`src/rtl/ita_weight_buffer.sv`:
```
// Double-banked weight buffer: assembles N_SLICE slices per bank and serves
// whole-bank words to the PE array, releasing each bank after S reads.
module ita_weight_buffer #(
    parameter int SLICE_W = 128,
    parameter int N_SLICE = 4,
    parameter int S       = 64
) (
    input  logic                       clk_i,
    input  logic                       rst_i,
    input  logic                       write_en_i,
    input  logic                       write_addr_i,
    input  logic [N_SLICE*SLICE_W-1:0] write_data_i,
    input  logic [N_SLICE-1:0]         write_select_i,
    input  logic                       read_en_i,
    input  logic                       read_addr_i,
    output logic [N_SLICE*SLICE_W-1:0] weight_o,
    output logic                       weight_valid_o,
    output logic [1:0]                 bank_full_o,
    output logic                       err_overwrite_o,
    output logic                       err_partial_read_o,
    output logic                       err_select_o,
    input  logic                       clear_err_i
);

    localparam int W  = N_SLICE * SLICE_W;
    localparam int CW = $clog2(S + 1);

    logic [SLICE_W-1:0] mem [2][N_SLICE];
    logic [N_SLICE-1:0] fill [2];
    logic [CW-1:0]      cnt [2];

    logic [N_SLICE-1:0] fill_base [2];
    logic [N_SLICE-1:0] fill_next [2];
    logic [1:0]         release_bank;
    logic [W-1:0]       rd_word;
    logic               set_overwrite;
    logic               set_partial;
    logic               set_select;

    // Release clears the fill mask before a same-cycle write sets its bit,
    // so a write landing on the final read is not an overwrite.
    always_comb begin
        release_bank = '0;
        rd_word      = '0;
        for (int b = 0; b < 2; b++) begin
            release_bank[b] = read_en_i && (int'(read_addr_i) == b)
                              && (cnt[b] == CW'(S - 1));
            fill_base[b] = release_bank[b] ? '0 : fill[b];
            fill_next[b] = fill_base[b];
            if (write_en_i && (int'(write_addr_i) == b)) begin
                fill_next[b] = fill_base[b] | write_select_i;
            end
            bank_full_o[b] = &fill[b];
        end
        for (int k = 0; k < N_SLICE; k++) begin
            rd_word[k*SLICE_W +: SLICE_W] = mem[read_addr_i][k];
        end
        set_overwrite = write_en_i
                        && (|(write_select_i & fill_base[write_addr_i]));
        set_select    = write_en_i
                        && ((write_select_i == '0)
                        || (|(write_select_i & (write_select_i - N_SLICE'(1)))));
        set_partial   = read_en_i && !(&fill[read_addr_i]);
    end

    // Storage carries no reset; fill masks gate what counts as valid data.
    always_ff @(posedge clk_i) begin
        if (write_en_i) begin
            for (int k = 0; k < N_SLICE; k++) begin
                if (write_select_i[k]) begin
                    mem[write_addr_i][k] <= write_data_i[k*SLICE_W +: SLICE_W];
                end
            end
        end
    end

    always_ff @(posedge clk_i) begin
        if (rst_i) begin
            weight_o           <= '0;
            weight_valid_o     <= 1'b0;
            err_overwrite_o    <= 1'b0;
            err_partial_read_o <= 1'b0;
            err_select_o       <= 1'b0;
            for (int b = 0; b < 2; b++) begin
                fill[b] <= '0;
                cnt[b]  <= '0;
            end
        end else begin
            weight_valid_o <= read_en_i;
            if (read_en_i) begin
                weight_o <= rd_word;
            end
            for (int b = 0; b < 2; b++) begin
                fill[b] <= fill_next[b];
                if (read_en_i && (int'(read_addr_i) == b)) begin
                    cnt[b] <= release_bank[b] ? '0 : cnt[b] + CW'(1);
                end
            end
            if (clear_err_i) begin
                err_overwrite_o    <= 1'b0;
                err_partial_read_o <= 1'b0;
                err_select_o       <= 1'b0;
            end else begin
                err_overwrite_o    <= err_overwrite_o | set_overwrite;
                err_partial_read_o <= err_partial_read_o | set_partial;
                err_select_o       <= err_select_o | set_select;
            end
        end
    end

endmodule

```
`config.mk`:
```
export PLATFORM = sky130hd
export DESIGN_NAME = ita_weight_buffer
export DESIGN_NICKNAME = d
export VERILOG_FILES = /design/src/rtl/ita_weight_buffer.sv
export SDC_FILE = /design/constraint.sdc
export NUM_CORES = 1
export LEC_CHECK = 0
export BUFFER_PORTS_ARGS = -buffer_cell sky130_fd_sc_hd__buf_2
export CORE_AREA = 2 2 405 407
export CTS_CLUSTER_DIAMETER = 200
export DETAILED_ROUTE_END_ITERATION = 10
export DIE_AREA = 0 0 407 409
export PLACE_DENSITY = 0.65
export SYNTH_ARGS = -nofsm -noshare
export SYNTH_HDL_FRONTEND = slang
export SYNTH_SLANG_ARGS = --single-unit
```
`constraint.sdc`:
```
create_clock -name clk_i -period 7.9 [get_ports clk_i]
set_clock_uncertainty 0.15 [all_clocks]
set_input_delay 0.395 -clock clk_i [delete_from_list [all_inputs] [get_ports clk_i]]
set_output_delay 0.395 -clock clk_i [all_outputs]
set_load 0.01 [all_outputs]
```
==> results.toml, run 1 <==
[routing]
routed_via_density = 4.72
ant_nets = 0
firstDrtPassIters = 5
drtIter0Drc = 2235
route.detailed.drc = 0
avgRoutedWirePerCell_um = 20.6
totalWireLength_mm = 150
vias = 34395

[power_and_ir_drop]
max-vdd-ir-drop_uv = 205
seqPwrFrac_pct = 51.1
p_per_area_nw_per_um2 = 255
combPwrFrac_pct = 8.2
p_sw_mw = 4.21
clkPwrFrac_pct = 40.7
p_sw_share_pct = 22.9
cell_internal_pwr_mw = 14.1
power.leakage_nw = 28.2

[timing]
max-slew-margin-rel_pct = 17.4
hold_viol_final = 0
period_needed_ps = 3370
rsz0062_at_grt = "no"
setup_tns_ps = 0
fmax_ghz = 0.296
fin_crit_sh_pct = 42.7
maxSlewViolCount = 0
worst_pin_slew_ps = 1240
setup_violations = 0

[setup_path]
crit_arrival_ps = 3870
startpoint_type = "input pin"
r2r-start = "cnt[0][7]"
reg2regPathDepth = 7
path_class = "in -> reg"
r2r_slack_ps = 5140
end_kind = "flip-flop"
r2r_end = "err_overwrite_o"
critical_path.max_fanout = 197
setup.worst_path.start = "read_en_i"
worstPathRequired_ps = 8400

[finish]
nNetsFinal = 5477
mostFrequentLayoutCells = "edfxtp_1, buf_2, nor2_1"
layout-drive-gt1-share_pct = 25.9
syn2layout_area_growth_pct = 33.1
utilization_pct = 44.4
fill_cells = 14187
final_common_cell = "edfxtp_1"

[cts]
cts_root_buffer = "clkbuf_16"
post_cts_buffers = 0
numCtsBuffers = 158
clock_sinks = 1562
cts_tree = "done"
insertion_delay_ps = 770
ctsLongestPathBuffers = 3
htree_num_levels = 4
path_clk_slew_ps = 60

[logic_synthesis]
yosys.area.top_type = "edfxtp_1"
syn_inst = 3433
avgSynthCellArea_sq_um = 15.8
yosysSeqAreaShare_pct = 77.0
yosysWarnings = 0
synth_top_area_share_pct = 57.6
ys_ff_latch = 1562
synth.distinct_cells = 30
syn_nets = 3958
synth_area_sq_um = 54100
synth.top_cells.by_area = "edfxtp_1, dfxtp_1, mux2i_1"

[floorplanning]
rows = 148
die_h_um = 409
io_pins = 1041
die_w_um = 407
core_sq_um = 162000
initial_core_util_pct = 33.4
dieArea_sq_um = 166000

[grt]
grt_antenna_before_repair = 35
grt_pass1_vias = 34900
grt_overflow = 0
gr-usage-all-layers_pct = 17.3
grt_start_max_net_pins = 202
grt_first_pass_wirelength_mm = 217

[outcome]
status = "finished, final reports clean"

[placed_design]
numPortBuffers = 1040
place_congestion = 0.827
hpwlAfterDp_mm = 96.6

[hold_path]
hold_start = "read_addr_i"
hold_end = "weight_o[177]"
whs_path_depth = 3
hold_path.class = "in -> reg"

[run]
max_cap_viol_count = 0
-- cell type report --
type                    instances  area (sq um)  area share (%)
diodes                         28          70.1          0.0973
multi-input cells            1636         11500            16.0
clock inverters                63           699           0.971
clock buffers                 233          4570            6.35
flip-flops and latches       1562         41700            57.9
inverters                       3          11.3          0.0156
repair buffers               1591         10800            14.9
well taps                    2175          2720            3.78
-- synth_stat cells --
| library cell | number |
|---|---|
| clkbuf_1 | 159 |
| o21ai_0 | 2 |
| and4bb_2 | 1 |
| mux2i_1 | 513 |
| or4_1 | 1 |
| dfxtp_1 | 524 |
| nand2b_1 | 2 |
| o31ai_1 | 1 |
| nand3b_1 | 4 |
| o21a_1 | 1 |
| nand2_1 | 8 |
| xor2_1 | 6 |
| buf_2 | 60 |
| nor2b_1 | 1 |
| nand3_1 | 4 |
| ha_1 | 2 |
| and2_1 | 4 |
| a21oi_1 | 14 |
| nor2_1 | 536 |
| a211oi_1 | 512 |
| and4_1 | 3 |
| inv_1 | 3 |
| buf_1 | 13 |
| a41oi_1 | 5 |
| nor3_1 | 2 |
| a21o_1 | 2 |
| nand4_1 | 1 |
| edfxtp_1 | 1038 |
| xnor2_1 | 5 |
| and3_1 | 6 |
-- per-layer routing --
metal	track usage, %	wire length (um)
met5	0	55
met4	8.60	6980
met3	5.61	12300
met1	19.9	57900
met2	28.6	72700
-- critical path, cell delays in order --
cell,delay [ps]
dlygate4sd3_1,560
buf_8,570
buf_4,770
buf_12,610
nor2_1,180
a211oi_1,330
-- worst max-delay path by stage --
stage	to	slack [ps]	cells past startpoint
6_report	weight_o[449]	4530	6
3_5_place_dp	weight_o[432]	4440	5
5_1_grt	weight_o[277]	4520	6
3_3_place_gp	weight_o[494]	4450	5
2_1_floorplan	mem[0][0]	3520	3
4_1_cts	mem[0][367]	4760	5
-- cell families after synthesis --
kind of cell | Yosys count | share of synthesized area [%]
DFF | 1562 | 77.0
and+or+nand+nor | 573 | 4.13
AOI/OAI and AO/OA | 537 | 7.39
muxes | 513 | 9.49
buffers and inverters | 235 | 1.77
xor gates and xnor gates | 11 | 0.178
adders and majority gates | 2 | 0.0462
-- metrics by stage --
step | setup slack, ps | instances | hold slack [ps] | power [mW] | cell area, sq um
after floorplan | 3520 | 3433 | 321 | 10.2 | 54100
after global placement | 4450 | 6450 | 319 | 10.8 | 61500
after detailed placement | 4440 | 6450 | 324 | 10.8 | 61500
after CTS | 4760 | 7263 | 33.0 | 18.5 | 71900
after global routing | 4520 | 7282 | 53.4 | 19.0 | 72000
final | 4530 | 7291 | 90.5 | 18.3 | 72000
-- repair_timing --
| action | CTS | global route |
|---|---|---|
| setup endpoints to repair | 0 | 0 |
| hold buffers | 517 | 0 |
| hold endpoints to repair | 1035 | 0 |
| gates resized for setup | 0 | 0 |
-- power groups by stage --
stage                     Combinational [mW]  Sequential, mW  Clock [mW]
final                                   1.50            9.38        7.47
after global routing                    1.62            9.42        7.94
after CTS                               1.51            9.38        7.63
after detailed placement                1.27            9.54           0
after global placement                  1.24            9.53           0
after floorplan                        0.565            9.62           0
-- flip-flops by register name, summed over array words and instances, names as in the netlist --
name and count:
weight_valid_o 1, weight_o 512, mem 1024, err_overwrite_o 1
fill 8, cnt 14, err_select_o 1, err_partial_read_o 1
No activity file was read; power rests on OpenSTA's default activity.
==> inputs of run 2 (changes only) <==
- clock period: 7.9 -> 3.15 ns (I/O delays scaled with it)
==> run 2 against run 1 <==
Effect of this change: non-clock buffer count grew 546; largest cell class unchanged; count of clock-buffer cells in the layout grew 13; register-to-register slack lost 4700 ps; cell count grew 7.6%; power grew to 2.6 times the previous value; critical path depth grew 1; first-iteration DRC count grew 10%; critical endpoint is now err_overwrite_o; sequential power grew to 2.5 times the previous value; global-route usage grew 1.7 points; worst hold slack lost 32 ps.
==> results.toml, run 2 (synthesized netlist as in run 1, its figures left out) <==
[finish]
utilization_pct = 48.0
final_common_cell = "edfxtp_1"
largest_register = "mem"
syn2layout_area_growth_pct = 43.8
final_cells = 7848
largest_reg_flops = 1024
nNetsFinal = 6026
regArea_sq_um = 41700
largestRegisters = "mem (1024), weight_o (512), cnt (14)"
fill_cells = 13507
multi_input_area_sq_um = 11500
mostFrequentLayoutCells = "edfxtp_1, buf_2, dlygate4sd3_1"
layout-drive-gt1-share_pct = 24.1

[timing]
hold_viol_final = 0
fin_hold_ws_ps = 58.4
maxSlewViolCount = 0
rsz0062_at_grt = "no"
worst_pin_slew_ps = 1230
fin_crit_sh_pct = 86.8
max-slew-margin-rel_pct = 18.1
setup_violations = 0
period_needed_ps = 2730
setup_tns_ps = 0
fmax_ghz = 0.366

[floorplanning]
die_h_um = 409
rows = 148
dieArea_sq_um = 166000
die_w_um = 407
initial_core_util_pct = 33.4
core_sq_um = 162000
io_pins = 1041

[grt]
grt_start_max_net_pins = 219
grt_pass1_vias = 38775
grt_first_pass_wirelength_mm = 239
gr-usage-all-layers_pct = 19.0
grt_antenna_before_repair = 43
grt_overflow = 0

[cts]
numCtsBuffers = 161
insertion_delay_ps = 810
ctsLongestPathBuffers = 3
post_cts_buffers = 0
path_clk_slew_ps = 60
cts_root_buffer = "clkbuf_16"
clock_sinks = 1562
cts_tree = "done"
htree_num_levels = 4

[routing]
ant_nets = 0
drtIter0Drc = 2469
firstDrtPassIters = 5
avgRoutedWirePerCell_um = 20.8
routed_via_density = 4.78
vias = 37475
route.detailed.drc = 0
totalWireLength_mm = 163

[hold_path]
hold_path.class = "in -> reg"
hold_start = "write_data_i[483]"

[setup_path]
worstPathRequired_ps = 3700
critical_path.max_fanout = 10
crit_arrival_ps = 3280
r2r-start = "cnt[0][7]"
startpoint_type = "flip-flop"
setup.worst_path.start = "cnt[0][7]"
end_kind = "flip-flop"
path_class = "reg -> reg"

[outcome]
status = "finished, final reports clean"

[power_and_ir_drop]
clkPwrFrac_pct = 40.7
cell_internal_pwr_mw = 36.2
p_sw_mw = 10.8
p_sw_share_pct = 23.0
power.leakage_nw = 30.6
p_total_mw = 47.1
max-vdd-ir-drop_uv = 571
combPwrFrac_pct = 9.3
seqPwrFrac_pct = 50.0
p_per_area_nw_per_um2 = 605

[placed_design]
numPortBuffers = 1040
place_congestion = 0.882
hpwlAfterDp_mm = 102
dp.cells = 6488

[run]
max_cap_viol_count = 0
## run 2: changes by cell type in the layout (fill, tap and decap cells not counted), moves of 6 or more
cell           change
dlygate4sd3_1    +506
buf_12            +27
buf_4             +12
clkbuf_1          +11
clkbuf_16          +8
clkbuf_8           -6
clkinv_1           -6
## run 2: what timing repair did
| item | CTS | global route |
|---|---|---|
| hold buffers | 1025 | 0 |
| hold endpoints to repair | 1637 | 0 |
| gates resized for setup | 0 | 0 |
## run 2: final timing paths
path / end / slack, ps / cells past startpoint
min: mem[1][99] / 60 / 2
min reg2reg: weight_o[296] / 330 / 2
max reg2reg: err_overwrite_o / 420 / 7
max: err_overwrite_o / 420 / 7
## run 2: power groups by stage
stage	Sequential, mW	Combinational, mW	Clock (mW)
floorplan	24.1	1.42	0
global placement	23.9	3.20	0
detailed placement	23.9	3.27	0
CTS	23.5	4.34	19.4
global route	23.6	4.70	20.3
finish	23.5	4.38	19.1
## run 2: area by class of cell
| class | count | area share, % |
|---|---|---|
| antenna | 33 | 0.106 |
| inverter | 3 | 0.0145 |
| tap | 2175 | 3.50 |
| clock inverter | 56 | 0.770 |
| sequential | 1562 | 53.5 |
| timing repair buffer | 2137 | 21.2 |
| multi-input combinational | 1636 | 14.8 |
| clock buffer | 246 | 6.08 |
## run 2: per-layer routing
| layer | GRT usage [%] | part of all wire [%] | wire [um] |
|---|---|---|---|
| met1 | 21.8 | 38 | 62500 |
| met2 | 32.3 | 49 | 80500 |
| met3 | 5.34 | 7.7 | 12500 |
| met4 | 9.25 | 4.7 | 7720 |
| met5 | 0 | 0.024 | 40 |
## run 2: critical path, stage by stage, from the launching register on
cell,delay (ps)
edfxtp_1,370
ha_1,220
nand4_1,140
or4_1,590
a41oi_1,290
dlygate4sd3_1,580
a41oi_1,110
a21o_1,170
## run 2: through the flow
stage | instance area, sq um | setup slack, ps
after floorplan | 54100 | 451
after global placement | 62100 | 917
after detailed placement | 62100 | 886
after CTS | 77700 | 473
after global routing | 77800 | 256
final | 77800 | 416
